`config.mk`:
```
export PLATFORM = sky130hd
export DESIGN_NAME = sha3_digest_axis
export DESIGN_NICKNAME = d
export VERILOG_FILES = /design/src/rtl/sha3_pkg.sv /design/src/rtl/sha3_beat_extract.sv /design/src/rtl/sha3_digest_axis.sv
export SDC_FILE = /design/constraint.sdc
export NUM_CORES = 2
export LEC_CHECK = 0
export BUFFER_PORTS_ARGS = -buffer_cell sky130_fd_sc_hd__buf_2
export CELL_PAD_IN_SITES_DETAIL_PLACEMENT = 1
export CELL_PAD_IN_SITES_GLOBAL_PLACEMENT = 1
export CORE_AREA = 2 2 640 642
export CTS_CLUSTER_DIAMETER = 60
export CTS_CLUSTER_SIZE = 10
export DETAILED_ROUTE_END_ITERATION = 8
export DIE_AREA = 0 0 642 644
export HOLD_SLACK_MARGIN = 0.03
export PLACE_DENSITY = 0.52
export SYNTH_ARGS = -nofsm -noshare
export SYNTH_HDL_FRONTEND = slang
export SYNTH_HIERARCHICAL = 1
export SYNTH_SLANG_ARGS = --single-unit
```
`constraint.sdc`:
```
create_clock -name ACLK -period 58.7 [get_ports ACLK]
set_input_delay 2.935 -clock ACLK [delete_from_list [all_inputs] [get_ports ACLK]]
set_output_delay 2.935 -clock ACLK [all_outputs]
set_load 0.02 [all_outputs]
```
`src/rtl/sha3_pkg.sv`:
```
// Shared types and constants for the SHA3 digest AXI4-Stream serializer.
//   keccak_state_t   : 5x5 array of 64-bit lanes, lane k = state[k%5][k/5]
//   DIGEST_BYTES     : digest length in bytes for TID 0..3 (224/256/384/512)
//   FULL_STATE_BYTES : byte length of a full Keccak-f[1600] state
//   state_t          : serializer FSM states
//   beats()          : number of bus beats needed for n bytes at bpb bytes/beat
package sha3_pkg;

  typedef logic [4:0][4:0][63:0] keccak_state_t;

  localparam int unsigned FULL_STATE_BYTES = 200;
  localparam int unsigned DIGEST_BYTES [4] = '{28, 32, 48, 64};

  typedef enum logic {
    IDLE,
    STREAM
  } state_t;

  function automatic int unsigned beats(input int unsigned n, input int unsigned bpb);
    return (n + bpb - 1) / bpb;
  endfunction

endpackage

```
`src/rtl/sha3_beat_extract.sv`:
```
// Combinational beat selector for the SHA3 serializer.
//   state    : flattened 1600-bit state, stream byte b at state[8*b+7:8*b]
//   beat_idx : beat number within the message
//   beat     : DATA_WIDTH/8 consecutive stream bytes starting at beat_idx*BPB;
//              byte 0 of the beat lands in the low lane, or the high lane when
//              BYTE_SWAP=1. Bytes past the end of the state read as zero.
module sha3_beat_extract
  import sha3_pkg::*;
#(
  parameter int unsigned DATA_WIDTH = 16,
  parameter bit          BYTE_SWAP  = 1'b0
) (
  input  logic [1599:0]           state,
  input  logic [7:0]              beat_idx,
  output logic [DATA_WIDTH-1:0]   beat
);

  localparam int unsigned BPB = DATA_WIDTH / 8;

  always_comb begin
    beat = '0;
    for (int unsigned j = 0; j < BPB; j++) begin
      if (32'(beat_idx) * BPB + j < FULL_STATE_BYTES)
        beat[8*(BYTE_SWAP ? BPB-1-j : j) +: 8] = state[8*(32'(beat_idx)*BPB + j) +: 8];
    end
  end

endmodule

```
`src/rtl/sha3_digest_axis.sv`:
```
// Captures a Keccak state on a valid/ready handshake and streams either the
// SHA3 digest (224/256/384/512) or the full 200-byte state as an AXI4-Stream
// master.
//   ACLK, ARESET         : clock, asynchronous active-high reset
//   Din/Din_valid/Din_ready, TID_in, Mode : state capture port
//   M_TDATA/M_TKEEP/M_TLAST/M_TID/M_TVALID/M_TREADY : AXI4-Stream master
module sha3_digest_axis
  import sha3_pkg::*;
#(
  parameter int unsigned DATA_WIDTH = 16,
  parameter bit          BYTE_SWAP  = 1'b0
) (
  input  logic                    ACLK,
  input  logic                    ARESET,
  input  keccak_state_t           Din,
  input  logic                    Din_valid,
  output logic                    Din_ready,
  input  logic [1:0]              TID_in,
  input  logic                    Mode,
  output logic [DATA_WIDTH-1:0]   M_TDATA,
  output logic [DATA_WIDTH/8-1:0] M_TKEEP,
  output logic                    M_TLAST,
  output logic [1:0]              M_TID,
  output logic                    M_TVALID,
  input  logic                    M_TREADY
);

  localparam int unsigned BPB = DATA_WIDTH / 8;

  if (DATA_WIDTH != 8 && DATA_WIDTH != 16 && DATA_WIDTH != 32 && DATA_WIDTH != 64) begin : g_bad_width
    $error("sha3_digest_axis: DATA_WIDTH must be 8, 16, 32 or 64");
  end

  state_t          state_q;
  logic [1599:0]   st_q;
  logic [7:0]      cnt_q;
  logic [7:0]      total_q;
  logic [BPB-1:0]  last_keep_q;

  logic [1599:0]   din_flat;
  logic [1599:0]   ext_state;
  logic [7:0]      ext_idx;
  logic [DATA_WIDTH-1:0] ext_beat;

  logic [7:0]      msg_bytes;
  logic [7:0]      rem_bytes;
  logic [7:0]      cap_total;
  logic [BPB-1:0]  cap_keep;

  logic            next_last;
  logic [BPB-1:0]  next_keep;
  logic [DATA_WIDTH-1:0] next_data;

  assign Din_ready = (state_q == IDLE) && !ARESET;

  always_comb begin
    din_flat = '0;
    for (int unsigned x = 0; x < 5; x++) begin
      for (int unsigned y = 0; y < 5; y++) begin
        din_flat[64*(5*y + x) +: 64] = Din[x][y];
      end
    end
  end

  always_comb begin
    msg_bytes = Mode ? 8'(FULL_STATE_BYTES) : 8'(DIGEST_BYTES[TID_in]);
    rem_bytes = 8'(32'(msg_bytes) % BPB);
    cap_total = 8'(beats(32'(msg_bytes), BPB));
    cap_keep  = '0;
    for (int unsigned j = 0; j < BPB; j++) begin
      cap_keep[j] = (rem_bytes == 8'd0) || (j < 32'(rem_bytes));
    end
  end

  // The output stage is fully registered, so beat 0 has to be formed from
  // the live Din on the capture edge; afterwards the stored state supplies
  // the beat that follows the one currently on the bus.
  always_comb begin
    if (state_q == IDLE) begin
      ext_state = din_flat;
      ext_idx   = '0;
      next_last = (cap_total == 8'd1);
      next_keep = next_last ? cap_keep : '1;
    end else begin
      ext_state = st_q;
      ext_idx   = cnt_q + 8'd1;
      next_last = (ext_idx == total_q - 8'd1);
      next_keep = next_last ? last_keep_q : '1;
    end
  end

  sha3_beat_extract #(
    .DATA_WIDTH (DATA_WIDTH),
    .BYTE_SWAP  (BYTE_SWAP)
  ) u_extract (
    .state    (ext_state),
    .beat_idx (ext_idx),
    .beat     (ext_beat)
  );

  // Bytes beyond the message end are forced to zero on the bus.
  always_comb begin
    next_data = '0;
    for (int unsigned l = 0; l < BPB; l++) begin
      next_data[8*l +: 8] = next_keep[(BYTE_SWAP ? BPB-1-l : l) +: 1] ? ext_beat[8*l +: 8] : 8'h00;
    end
  end

  always_ff @(posedge ACLK or posedge ARESET) begin
    if (ARESET) begin
      state_q     <= IDLE;
      st_q        <= '0;
      cnt_q       <= '0;
      total_q     <= '0;
      last_keep_q <= '0;
      M_TVALID    <= 1'b0;
      M_TLAST     <= 1'b0;
      M_TDATA     <= '0;
      M_TKEEP     <= '0;
      M_TID       <= '0;
    end else begin
      case (state_q)
        IDLE: begin
          if (Din_valid) begin
            st_q        <= din_flat;
            M_TID       <= TID_in;
            total_q     <= cap_total;
            last_keep_q <= cap_keep;
            cnt_q       <= '0;
            M_TVALID    <= 1'b1;
            M_TDATA     <= next_data;
            M_TKEEP     <= next_keep;
            M_TLAST     <= next_last;
            state_q     <= STREAM;
          end
        end
        STREAM: begin
          if (M_TREADY) begin
            if (M_TLAST) begin
              M_TVALID <= 1'b0;
              M_TLAST  <= 1'b0;
              state_q  <= IDLE;
            end else begin
              cnt_q   <= ext_idx;
              M_TDATA <= next_data;
              M_TKEEP <= next_keep;
              M_TLAST <= next_last;
            end
          end
        end
        default: state_q <= IDLE;
      endcase
    end
  end

endmodule

```
==> summary.txt <==
Logic synthesis
  – EDFF count, synth: 0
  – Post-Syn Area: 93160 µm²
  – Number of warning messages in the yosys log: 6
  – Sequential-to-total area share from yosys stat: 43.97%
  – Leading post-synthesis cells by cell area: sky130_fd_sc_hd__dfrtp_1, sky130_fd_sc_hd__nand2_1, sky130_fd_sc_hd__mux2_2
  – Share of synthesized registers carrying an async set or reset: 100.0%
  – Share of the synthesized area in the top cell type: 43.97%
  – Avg Inst Size Synth: 9.513 µm²
  – Count of different cell masters after synthesis: 64
  – Number of cells produced by synthesis: 9793
  – Number of flip-flops and latches in the synthesized netlist: 1637
  – Dominant register cell in the synthesized netlist: sky130_fd_sc_hd__dfrtp_1
  – Cell accounting for the most synthesized area: sky130_fd_sc_hd__dfrtp_1
  – Post-synth net total: 11404

Timing
  – Upper clock frequency limit: 117.3 MHz
  – Crit path time final: 8525 ps
  – Fraction of the cycle the final worst path needs: 14.52%
  – Worst-Margin Slew: 1166 ps
  – Hold violation total from the final report: 0
  – Post-route clock skew: 45.95 ps
  – Final setup vio count: 0
  – Worst setup margin: 50180 ps
  – Relative slew slack: 20.06%
  – Setup Total Neg Slack: 0 ps
  – Setup repair after global routing missed its margin: false
  – Final max-slew violation count: 0

Run status
  – Status: complete, no violations

Floorplanning
  – Horizontal die dimension: 642 µm
  – Die area: 413400 µm²
  – I/O pin count: 1630
  – Effective utilization at floorplan: 22.86%
  – Die outline height: 644 µm
  – Standard-cell rows: 235
  – Core ar.: 407500 µm²

Critical path
  – Crit path DAT: 9370 ps
  – Number of cell instances on the worst register-to-register path: 14
  – Cell type with the highest occurrence count on the critical path: sky130_fd_sc_hd__buf_4
  – Crit-path slowest cell: sky130_fd_sc_hd__buf_4
  – WP data required: 59550 ps
  – Critical path class: in -> reg
  – Reg-to-Reg Start: state_q
  – Endpoint kind of the worst setup timing path: register
  – Sequence of cells on the critical path: buf_2 -> nand2b_4 -> buf_4 -> buf_12 -> buf_4 -> buf_12 -> buf_4 -> buf_12 -> buf_4 -> nand2_1 -> nand2_1
  – Max stage delay on crit path: 810 ps
  – Reg2reg end: M_TDATA[11]
  – Critical path fanouts, max: 167
  – Startpoint type of the worst setup path: input pin
  – Internal reg-to-reg setup slack: 50840 ps

Global route
  – Gr ovfl total: 0
  – Total GRT Usage: 22.26%
  – Number of global-route vias before repair: 81053
  – Wire length of the first global-routing pass: 658900 µm
  – Number of antenna violations at the first check in global routing: 593
  – Maximum number of pins on one net before global-route repair: 188

CTS
  – Total clock buffers created by CTS: 241
  – Count of H-tree levels built during CTS: 4
  – Buffers inserted by post-CTS timing repair: 0
  – # resized after CTS: 0
  – CTS sink cnt: 1637
  – CTS tree: done
  – Clock-pin slew of the registers on the worst-case setup and hold paths: 60 ps
  – Hold-fix buffers, CTS: 0
  – Library cell used as clock root buffer: sky130_fd_sc_hd__clkbuf_16
  – Clock buffer depth: 4
  – Clock latency on the worst-skew pair: 970 ps

Power
  – Power density normalized to cell area: 62.41 nW/µm²
  – Standby leakage power: 56.72 nW
  – Maximum VDD drop: 0.00006632 V

Placed design
  – Final GP Congestion: 0.8618
  – Input/output buffers: 1629
  – Area post-placement: 106600 µm²
  – Post-Place Worst Slack: 49330 ps
  – Detailed placement HPWL: 362300 µm

Run
  – Maximum capacitance violations: 0

Drt
  – Top metal layer carrying routed signals: met5
  – DRC errors left: 0
  – Routed wire length per instance: 28.12 µm
  – Post-route antenna net violation count: 0
  – DR vias/cell: 4.661
  – Wl on met1: 201900 µm
  – WL met3: 23910 µm
  – Met2 wirelength from detailed routing: 229300 µm
  – Routed wire length: 475300 µm
  – Via count: 78788
  – Count of TritonRoute iterations in the first routing pass: 5
  – Count of routing violations after the opening detailed-route iteration: 5149

Finish
  – Finished layout cell area: 115200 µm²
  – Synth-to-layout area growth: 23.62%
  – Final layout net count: 12733
  – Most common cell after layout, fill and taps aside: sky130_fd_sc_hd__nand2_1
  – Share of post-route cells with drive strength above 1: 37.13%
  – Top library cells by usage in the layout, fill and taps aside: sky130_fd_sc_hd__nand2_1, sky130_fd_sc_hd__dfrtp_1, sky130_fd_sc_hd__buf_2
  – Final core utilization: 28.26%

Worst hold path
  – Worst hold path type: reg -> reg
  – Capture endpoint of the worst hold path: last_keep_q[0]
  – Number of stages on the worst hold path: 1
  – Launch instance of the worst min-delay path: last_keep_q[0]
## worst max-delay path, delay by kind of cell
kind          cells  cell delay, ps
buf+inv           8            4950
simple gates      3             620
## worst max-delay path by stage
stage                          from          to
after floorplan              ARESET  M_TDATA[0]
after global placement    Din_valid  st_q[1103]
after detailed placement  Din_valid  st_q[1147]
after CTS                 Din_valid  st_q[1268]
after global routing      Din_valid  st_q[1140]
final                     Din_valid  st_q[1141]
## logic make-up (layout without fill, tap and decap cells)
group,Yosys count,after routing,share of synthesized area (%)
simple gates,5043,5043,20.62
mux,2094,2094,29.75
flops,1637,1637,43.97
buf+inv,703,2196,3.248
compound gates,299,299,2.212
xor+xnor,13,13,0.1370
fa+ha+maj,4,4,0.05373
other cells,0,168,0
## cell type report
class                   count  area [µm²]
fillers                 47321      292400
multi-input cells        7453       49320
flip-flops and latches   1637       40970
repair buffers           1782        9477
well taps                5451        6820
clock buffers             292        6442
clock inverters           115        1674
diodes                    168       420.4
inverters                   7       33.78
## flip-flops by register name, indices dropped and copies added, names as in the netlist
| name | count |
|---|---|
| total_q | 6 |
| state_q | 1 |
| M_TVALID | 1 |
| M_TLAST | 1 |
| last_keep_q | 1 |
| cnt_q | 8 |
| st_q | 1600 |
| M_TDATA | 16 |
| M_TKEEP | 1 |
| M_TID | 2 |
## metrics by stage
step | hold slack (ps) | std cells | power (mW)
2_1_floorplan | 424.7 | 9793 | 4.239
3_3_place_gp | 444.1 | 16330 | 5.699
3_5_place_dp | 443.7 | 16330 | 5.739
4_1_cts | 460.2 | 16737 | 7.313
5_1_grt | 476.5 | 16843 | 7.627
6_report | 457.4 | 16905 | 7.188
## cells in the mapped netlist, drive strengths merged, types with 10 or more instances
library cell	number
a21oi	71
a211oi	36
dfrtp	1637
nor2	19
and2	10
mux2	1610
a22oi	65
o22ai	25
nor3	10
nand2	4896
buf	150
nand2b	10
nand3	52
a221oi	10
clkbuf	546
mux4	376
o21ai	32
nor2b	27
mux2i	108
## report_power, final
group          internal [mW]  switching [mW]
Clock                  0.915           0.614
Sequential              1.69           0.279
Combinational           1.56            2.13
## routing by layer
metal / vias up / global-route usage (%)
met1: 39432 / 28.07
met5: - / 0
li1: 35500 / -
met4: 194 / 8.421
met2: 2391 / 37.29
met3: 1271 / 4.629
No activity file was read; power rests on OpenSTA's default activity.
